### config.mk
export PLATFORM = sky130hd
export DESIGN_NAME = wb_port_arbiter
export DESIGN_NICKNAME = d
export VERILOG_FILES = /design/src/rtl/wb_port_arbiter.sv
export SDC_FILE = /design/constraint.sdc
export NUM_CORES = 1
export LEC_CHECK = 0
export CAP_MARGIN = 20
export CORE_MARGIN = 2
export CORE_UTILIZATION = 47
export CTS_CLUSTER_DIAMETER = 60
export DETAILED_ROUTE_END_ITERATION = 6
export PLACE_DENSITY = 0.79
export SLEW_MARGIN = 30
export SYNTH_ARGS = -nofsm -noshare
export SYNTH_HDL_FRONTEND = slang
export SYNTH_SLANG_ARGS = --single-unit
### constraint.sdc
create_clock -name clk -period 2.5 [get_ports clk]
set_clock_uncertainty 0.2 [all_clocks]
set_input_delay 0.25 -clock clk [delete_from_list [all_inputs] [get_ports clk]]
set_output_delay 0.25 -clock clk [all_outputs]
set_load 0.1 [all_outputs]
### src/rtl/wb_port_arbiter.sv
// Register-file write-port arbiter: the pipeline writeback always wins, and mul/div results wait in a one-entry buffer.
// Optional macro WB_ARB_BYPASS_EN lets an accept into an empty buffer write straight through when the pipeline is idle.
module wb_port_arbiter #(
  parameter int Width     = 32,
  parameter int StarveMax = 4
) (
  input  logic             clk,
  input  logic             rst_n,
  input  logic             wb_we,
  input  logic [4:0]       wb_rd,
  input  logic [Width-1:0] wb_data,
  input  logic             md_valid,
  output logic             md_ready,
  input  logic [4:0]       md_rd,
  input  logic [Width-1:0] md_data,
  output logic             rf_we,
  output logic [4:0]       rf_rd,
  output logic [Width-1:0] rf_wd,
  output logic             stall_req
);

  typedef enum logic [1:0] {IDLE, PEND, STALL} state_t;

  localparam logic [3:0] STARVE_MAX = 4'(StarveMax);

  state_t           state_reg, state_next;
  logic             buf_valid_reg, buf_valid_next;
  logic [4:0]       buf_rd_reg, buf_rd_next;
  logic [Width-1:0] buf_data_reg, buf_data_next;
  logic [3:0]       cnt_reg, cnt_next;
  logic             rf_we_next;
  logic [4:0]       rf_rd_next;
  logic [Width-1:0] rf_wd_next;
  logic             stall_next;

  logic wb_eff, md_accept, md_keep, supersede, bypass;

  assign md_ready  = !buf_valid_reg;
  assign wb_eff    = wb_we && (wb_rd != 5'd0);
  assign md_accept = md_valid && md_ready;
  // A result for r0, or one overwritten by a same-cycle pipeline write, is accepted and dropped.
  assign md_keep   = md_accept && (md_rd != 5'd0) && !(wb_eff && (wb_rd == md_rd));
  assign supersede = buf_valid_reg && wb_eff && (wb_rd == buf_rd_reg);

`ifdef WB_ARB_BYPASS_EN
  assign bypass = md_keep && !wb_eff;
`else
  assign bypass = 1'b0;
`endif

  always_comb begin
    state_next     = state_reg;
    buf_valid_next = buf_valid_reg;
    buf_rd_next    = buf_rd_reg;
    buf_data_next  = buf_data_reg;
    cnt_next       = cnt_reg;
    rf_we_next     = 1'b0;
    rf_rd_next     = rf_rd;
    rf_wd_next     = rf_wd;

    if (wb_eff) begin
      rf_we_next = 1'b1;
      rf_rd_next = wb_rd;
      rf_wd_next = wb_data;
    end

    case (state_reg)
      IDLE: begin
        if (bypass) begin
          rf_we_next = 1'b1;
          rf_rd_next = md_rd;
          rf_wd_next = md_data;
        end else if (md_keep) begin
          buf_valid_next = 1'b1;
          buf_rd_next    = md_rd;
          buf_data_next  = md_data;
          cnt_next       = 4'd0;
          state_next     = PEND;
        end
      end
      PEND, STALL: begin
        if (supersede) begin
          buf_valid_next = 1'b0;
          cnt_next       = 4'd0;
          state_next     = IDLE;
        end else if (!wb_eff) begin
          rf_we_next     = 1'b1;
          rf_rd_next     = buf_rd_reg;
          rf_wd_next     = buf_data_reg;
          buf_valid_next = 1'b0;
          cnt_next       = 4'd0;
          state_next     = IDLE;
        end else if (state_reg == PEND) begin
          // Denied again; the StarveMax-th denial escalates to a bubble request.
          cnt_next = cnt_reg + 4'd1;
          if (cnt_next == STARVE_MAX) state_next = STALL;
        end
      end
      default: begin
        buf_valid_next = 1'b0;
        cnt_next       = 4'd0;
        state_next     = IDLE;
      end
    endcase

    stall_next = (state_next == STALL);
  end

  always_ff @(posedge clk or negedge rst_n) begin
    if (!rst_n) begin
      state_reg     <= IDLE;
      buf_valid_reg <= 1'b0;
      buf_rd_reg    <= 5'd0;
      buf_data_reg  <= '0;
      cnt_reg       <= 4'd0;
      rf_we         <= 1'b0;
      rf_rd         <= 5'd0;
      rf_wd         <= '0;
      stall_req     <= 1'b0;
    end else begin
      state_reg     <= state_next;
      buf_valid_reg <= buf_valid_next;
      buf_rd_reg    <= buf_rd_next;
      buf_data_reg  <= buf_data_next;
      cnt_reg       <= cnt_next;
      rf_we         <= rf_we_next;
      rf_rd         <= rf_rd_next;
      rf_wd         <= rf_wd_next;
      stall_req     <= stall_next;
    end
  end

endmodule

Yosys cells after proc, flatten, opt, wreduce, memory -nomap -nowiden
Cells that the tools add are included.

cells by class
  add/subtract/negate cells = 1
  multipliers = 0
  divide/modulo/power cells = 0
  $lt $le $gt $ge = 0
  equality and inequality tests = 9
  shift operators = 0
  muxes and demuxes = 27
  bitwise gates (word level) = 0
  reductions and logical operators = 16

operators by type and width
  cell                                                 number
  two-way mux 32 bit                                   4
  two-way mux 5 bit                                    4
  two-way mux 4 bit                                    4
  equality test 5 bit                                  2
  two-way mux 2 bit                                    5
  nonzero test 5 bit                                   2
  one-hot mux 4 bit (2 select lines)                   1
  logical AND 1 bit                                    7
  two-way mux 1 bit                                    7
  AND reduction 2 bit                                  3
  adder 4 x 1 -> 4 bit, second input constant          1
  equality test 2 bit, second input constant           2
  equality test 4 x 3 -> 1 bit, second input constant  1
  inequality test 4 bit, second input constant         1
  one-hot mux 2 bit (2 select lines)                   1
  inequality test 3 bit, second input constant         1
  equality test 2 x 1 -> 1 bit, second input constant  1
  zero test 1 bit                                      2
  zero test 2 bit                                      1
  inequality test 2 bit, second input constant         1
  one-hot mux 1 bit (2 select lines)                   1
  OR reduction 2 bit                                   1

storage, ports and cells
  register bits = 83
  latch bits = 0
  memory bits (writable) = 0
  memory bits (read-only) = 0
  output and inout port bits = 40
  logic and storage cells = 62
  memories kept = 0

Longest topological paths before layout
  depth after elaboration = 8
  depth in mapped cells = 7

Worst setup path after synthesis
Ideal clock, no wire load.

  path kind = register to register
  start = register buf_valid_reg
  end = register buf_data_reg[0]
  library setup time = 127 ps
  arrival = 2059 ps
  required time = 2173 ps
  path slack = 114 ps
  stages on the path, launching flop included = 7
  buffers on the path = 2
  period minus slack after synthesis = 2386 ps
  path through = dfrtp_1 inv_1 o311a_1 o311a_1 buf_6 buf_8 mux2_1

between the ends
  word-level cells in the longest chain between the ends = 5

RTL lines
  what                                  RTL line  RTL
  start, declared                       27        logic buf_valid_reg, buf_valid_next;
  start signal, assigned                122       buf_valid_reg <= buf_valid_next;
  zero test 1 bit                       38        assign md_ready = !buf_valid_reg;
  net md_ready                          13        output logic md_ready,
  logical AND 1 bit                     40        assign md_accept = md_valid && md_ready;
  logical AND 1 bit (2 in a row)        42        assign md_keep = md_accept && (md_rd != 5'd0) && !(wb_eff && (wb_rd == md_rd));
  AND reduction 2 bit (no source line)  -
  end signal, assigned                  124       buf_data_reg <= buf_data_next;
  end, declared                         29        logic [Width-1:0] buf_data_reg, buf_data_next;

The timed path passes the listed nets, and every way through them passes these cells.
A chain may end at the register's enable or synchronous reset.

Worst setup path after layout
  start = input port wb_rd[1]
  end = register buf_data_reg[28]

between the ends
  word-level cells in the longest chain between the ends = 6
  elaborated cells on any way between the ends = 7
  classes of those cells = eq/ne: 1; reduce/logical: 6

RTL lines
  what                                      RTL line  RTL
  start, declared                           10        input logic [4:0] wb_rd,
  nonzero test 5 bit                        39        assign wb_eff = wb_we && (wb_rd != 5'd0);
  logical AND 1 bit                         39
  logical AND 1 bit (*)                     42
  zero test 1 bit (*)                       42
  logical AND 1 bit (*)                     42
  AND reduction 2 bit (no source line) (*)  -

Every way passes the cells marked *; elsewhere a longest branch is shown, timed or not.

==> flow_summary.yaml <==
clock_network:
  clk_pin_slew_ps: 90
  cts_resized: 0
  cts_made_buffers: 9
  clkSinkCount: 83
  clock_latency_ps: 350
  post-cts-setup-buffer-count: 0
  htree_levels: 3
  cts_tree: "yes"
  clockRootBuffer: "clkbuf_8"
  cts_hold_buf: 1
  clock_path_buffers: 2
worst_setup_path:
  crit_family: "buffers and inverters"
  slowest_delay_ps: 570
  cp_max_fo: 23
  r2r_start: "state_reg[0]"
  start_kind: "input pin"
  cp_slowest_cell: "or4_4"
  reg2reg_slack_ps: 360
  r2r-end: "rf_wd[13]"
  crit_buf_inv: 2
  worst_setup_path_end_kind: "register"
  r2r_cells: 5
  worstPathCellList: "clkdlybuf4s50_1 -> or4_4 -> o21ai_1 -> o311a_2 -> buf_12 -> mux2_2"
  path_class: "input pin to register"
  cp_data_required_time_ps: 2530
  arrival_ps: 2290
die:
  dieHeight_um: 93.8
  start_util_pct: 48.7
  ios: 118
  core_um2: 7770
  die-area_um2: 8790
  die_width_um: 93.8
  rows: 32
power_and_ir_drop:
  power.density_nw_per_um2: 1230
  ir_worst_vdd_mv: 0.704
  leakagePower_nw: 2.35
detailed_routing:
  avgViaCountPerCell: 5.12
  via_count: 2836
  drtPass1Iterations: 4
  drt_iter0_markers: 75
  postRouteAntennaNets: 0
  avgRoutedWirePerCell_um: 15.4
  drc_errors: 0
  routed_wl_mm: 8.53
final_layout:
  area_delta_synth_final_pct: 39.2
  layout-drive-gt1-share_pct: 22.3
  nFillCells: 631
  stdcell_area_um2: 5270
  final_cells: 554
  diodes: 0
  final_nets: 531
synth:
  synth_most_common_cell: "dfrtp_1"
  yosysSeqAreaShare_pct: 54.9
  yosys.area_share.simple_pct: 6.58
  syn_nets: 399
  synth-compound-area-share_pct: 9.09
  yosysWarningCount: 0
  yosys.area_share.xor_xnor_pct: 2.54
  async_reset_ff_share_pct: 100
  syn_avg_cell_area_um2: 12.0
  synthAdderAreaFrac_pct: 1.98
  synth_top_area_cell: "dfrtp_1"
  syn_area_um2: 3790
  synth_top_family_by_area: "multiplexers"
  synthCells: 315
  ys_ff_latch: 83
  ys.flop_type: "dfrtp_1"
  ys_types: 36
  netlist.area_leader.share_pct: 54.9
  yosys-top-cells-count: "dfrtp_1 (83), nand2_1 (44), mux2i_1 (38), o21ai_0 (38), mux2_1 (20)"
  synth.area.top_cells: "dfrtp_1 (55%), mux2i_1 (10%), mux2_1 (5.9%)"
  synth_edf_count: 0
  muxShareOfSynthArea_pct: 21.3
outcome:
  status: "completed"
timing:
  report.final.slew_viol_count: 0
  final.setup.tns_ps: 0
  slew_headroom_pct: 61.9
  layout_min_cycle_time_ps: 2250
  fmax_mhz: 444
  hold_ws_ps: 194
  tightest_slew_ps: 567
  timing.final.crit_share_pct: 90.1
  setup-violations-final: 0
  hold_violations: 0
  rsz0062_at_grt: "false"
placement:
  routabilityCongestion: 0.797
  dp_cells: 537
  port_buffers: 117
  place_area_um2: 5070
  dp_hpwl_mm: 6.29
grt:
  grt.overflow.total: 0
  first_global_vias: 2900
  grt_usage_pct: 20.4
  grt_antenna_before_repair: 0
  grt_pass1_wl_mm: 13.9
  grt_max_degree: 50
min_path:
  hold_class: "input pin to async pin"
flow_run:
  drv_cap: 0
==> report_power, final <==
part           leakage (nW)  internal [W]  total [W]  switching (W)
registers              1.00       0.00187    0.00220       0.000327
logic                  1.25       0.00112    0.00335        0.00223
clock network        0.0966      0.000464   0.000939       0.000475
==> per-layer routing <==
metal	global-route usage (%)	wire length, µm
met4	8.33	150
met1	26.5	3600
met3	4.74	554
met5	0	0
met2	33.0	4230
==> layout make-up <==
cell class                 count  area (µm²)  share of cell area, %
tap                          102         128                   2.42
clock inverter                 6        65.1                   1.23
inverter                       8        30.0                  0.570
timing repair buffer         138        1270                   24.0
sequential                    83        2080                   39.4
clock buffer                  10         128                   2.42
multi-input combinational    207        1580                   29.9
==> cell families (layout without fill, tap and decap cells) <==
group | after synthesis | in the layout
and+or+nand+nor | 58 | 58
buffers and inverters | 25 | 162
muxes | 76 | 76
AOI/OAI and AO/OA | 56 | 56
DFF | 83 | 83
adders and majority gates | 6 | 6
xor gates and xnor gates | 11 | 11
==> through the flow <==
stage	worst slack, ps	total power (W)	util (%)
final	247	0.00648	67.9
after global routing	116	0.00683	67.9
after CTS	257	0.00655	67.9
after detailed placement	-123	0.00560	65.3
after global placement	-105	0.00551	65.3
after floorplan	114	0.00473	-
==> worst reg2reg max path, cell delays in order (launching register included) <==
cell and delay [ps]:
dfrtp_1 420, inv_1 90, ha_2 500, buf_4 420, mux2i_1 250, o21ai_0 110
==> placed cells by master, fill, tap and decap left out, drive strengths merged, types with 2 or more instances in the layout <==
master / instances
dfrtp: 83
clkdlybuf4s50: 76
buf: 61
nand2: 44
o21ai: 39
mux2i: 38
mux2: 38
xnor2: 11
clkbuf: 10
inv: 9
ha: 6
nand3: 3
clkinv: 3
or3: 2
nand4: 2
o211ai: 2
o211a: 2
and2: 2
nand2b: 2
nor2: 2
o21a: 2
o311a: 2
a21oi: 2
==> worst max path at each step <==
stage | from | end | cells past startpoint
5_1_grt | wb_rd[1] | cnt_reg[2] | 7
6_report | wb_rd[1] | buf_data_reg[28] | 6
4_1_cts | wb_rd[1] | buf_rd_reg[1] | 6
3_5_place_dp | wb_rd[1] | buf_data_reg[28] | 6
2_1_floorplan | buf_valid_reg | buf_data_reg[0] | 6
3_3_place_gp | wb_rd[1] | buf_data_reg[23] | 6
Power figures use the tool's default switching activity.
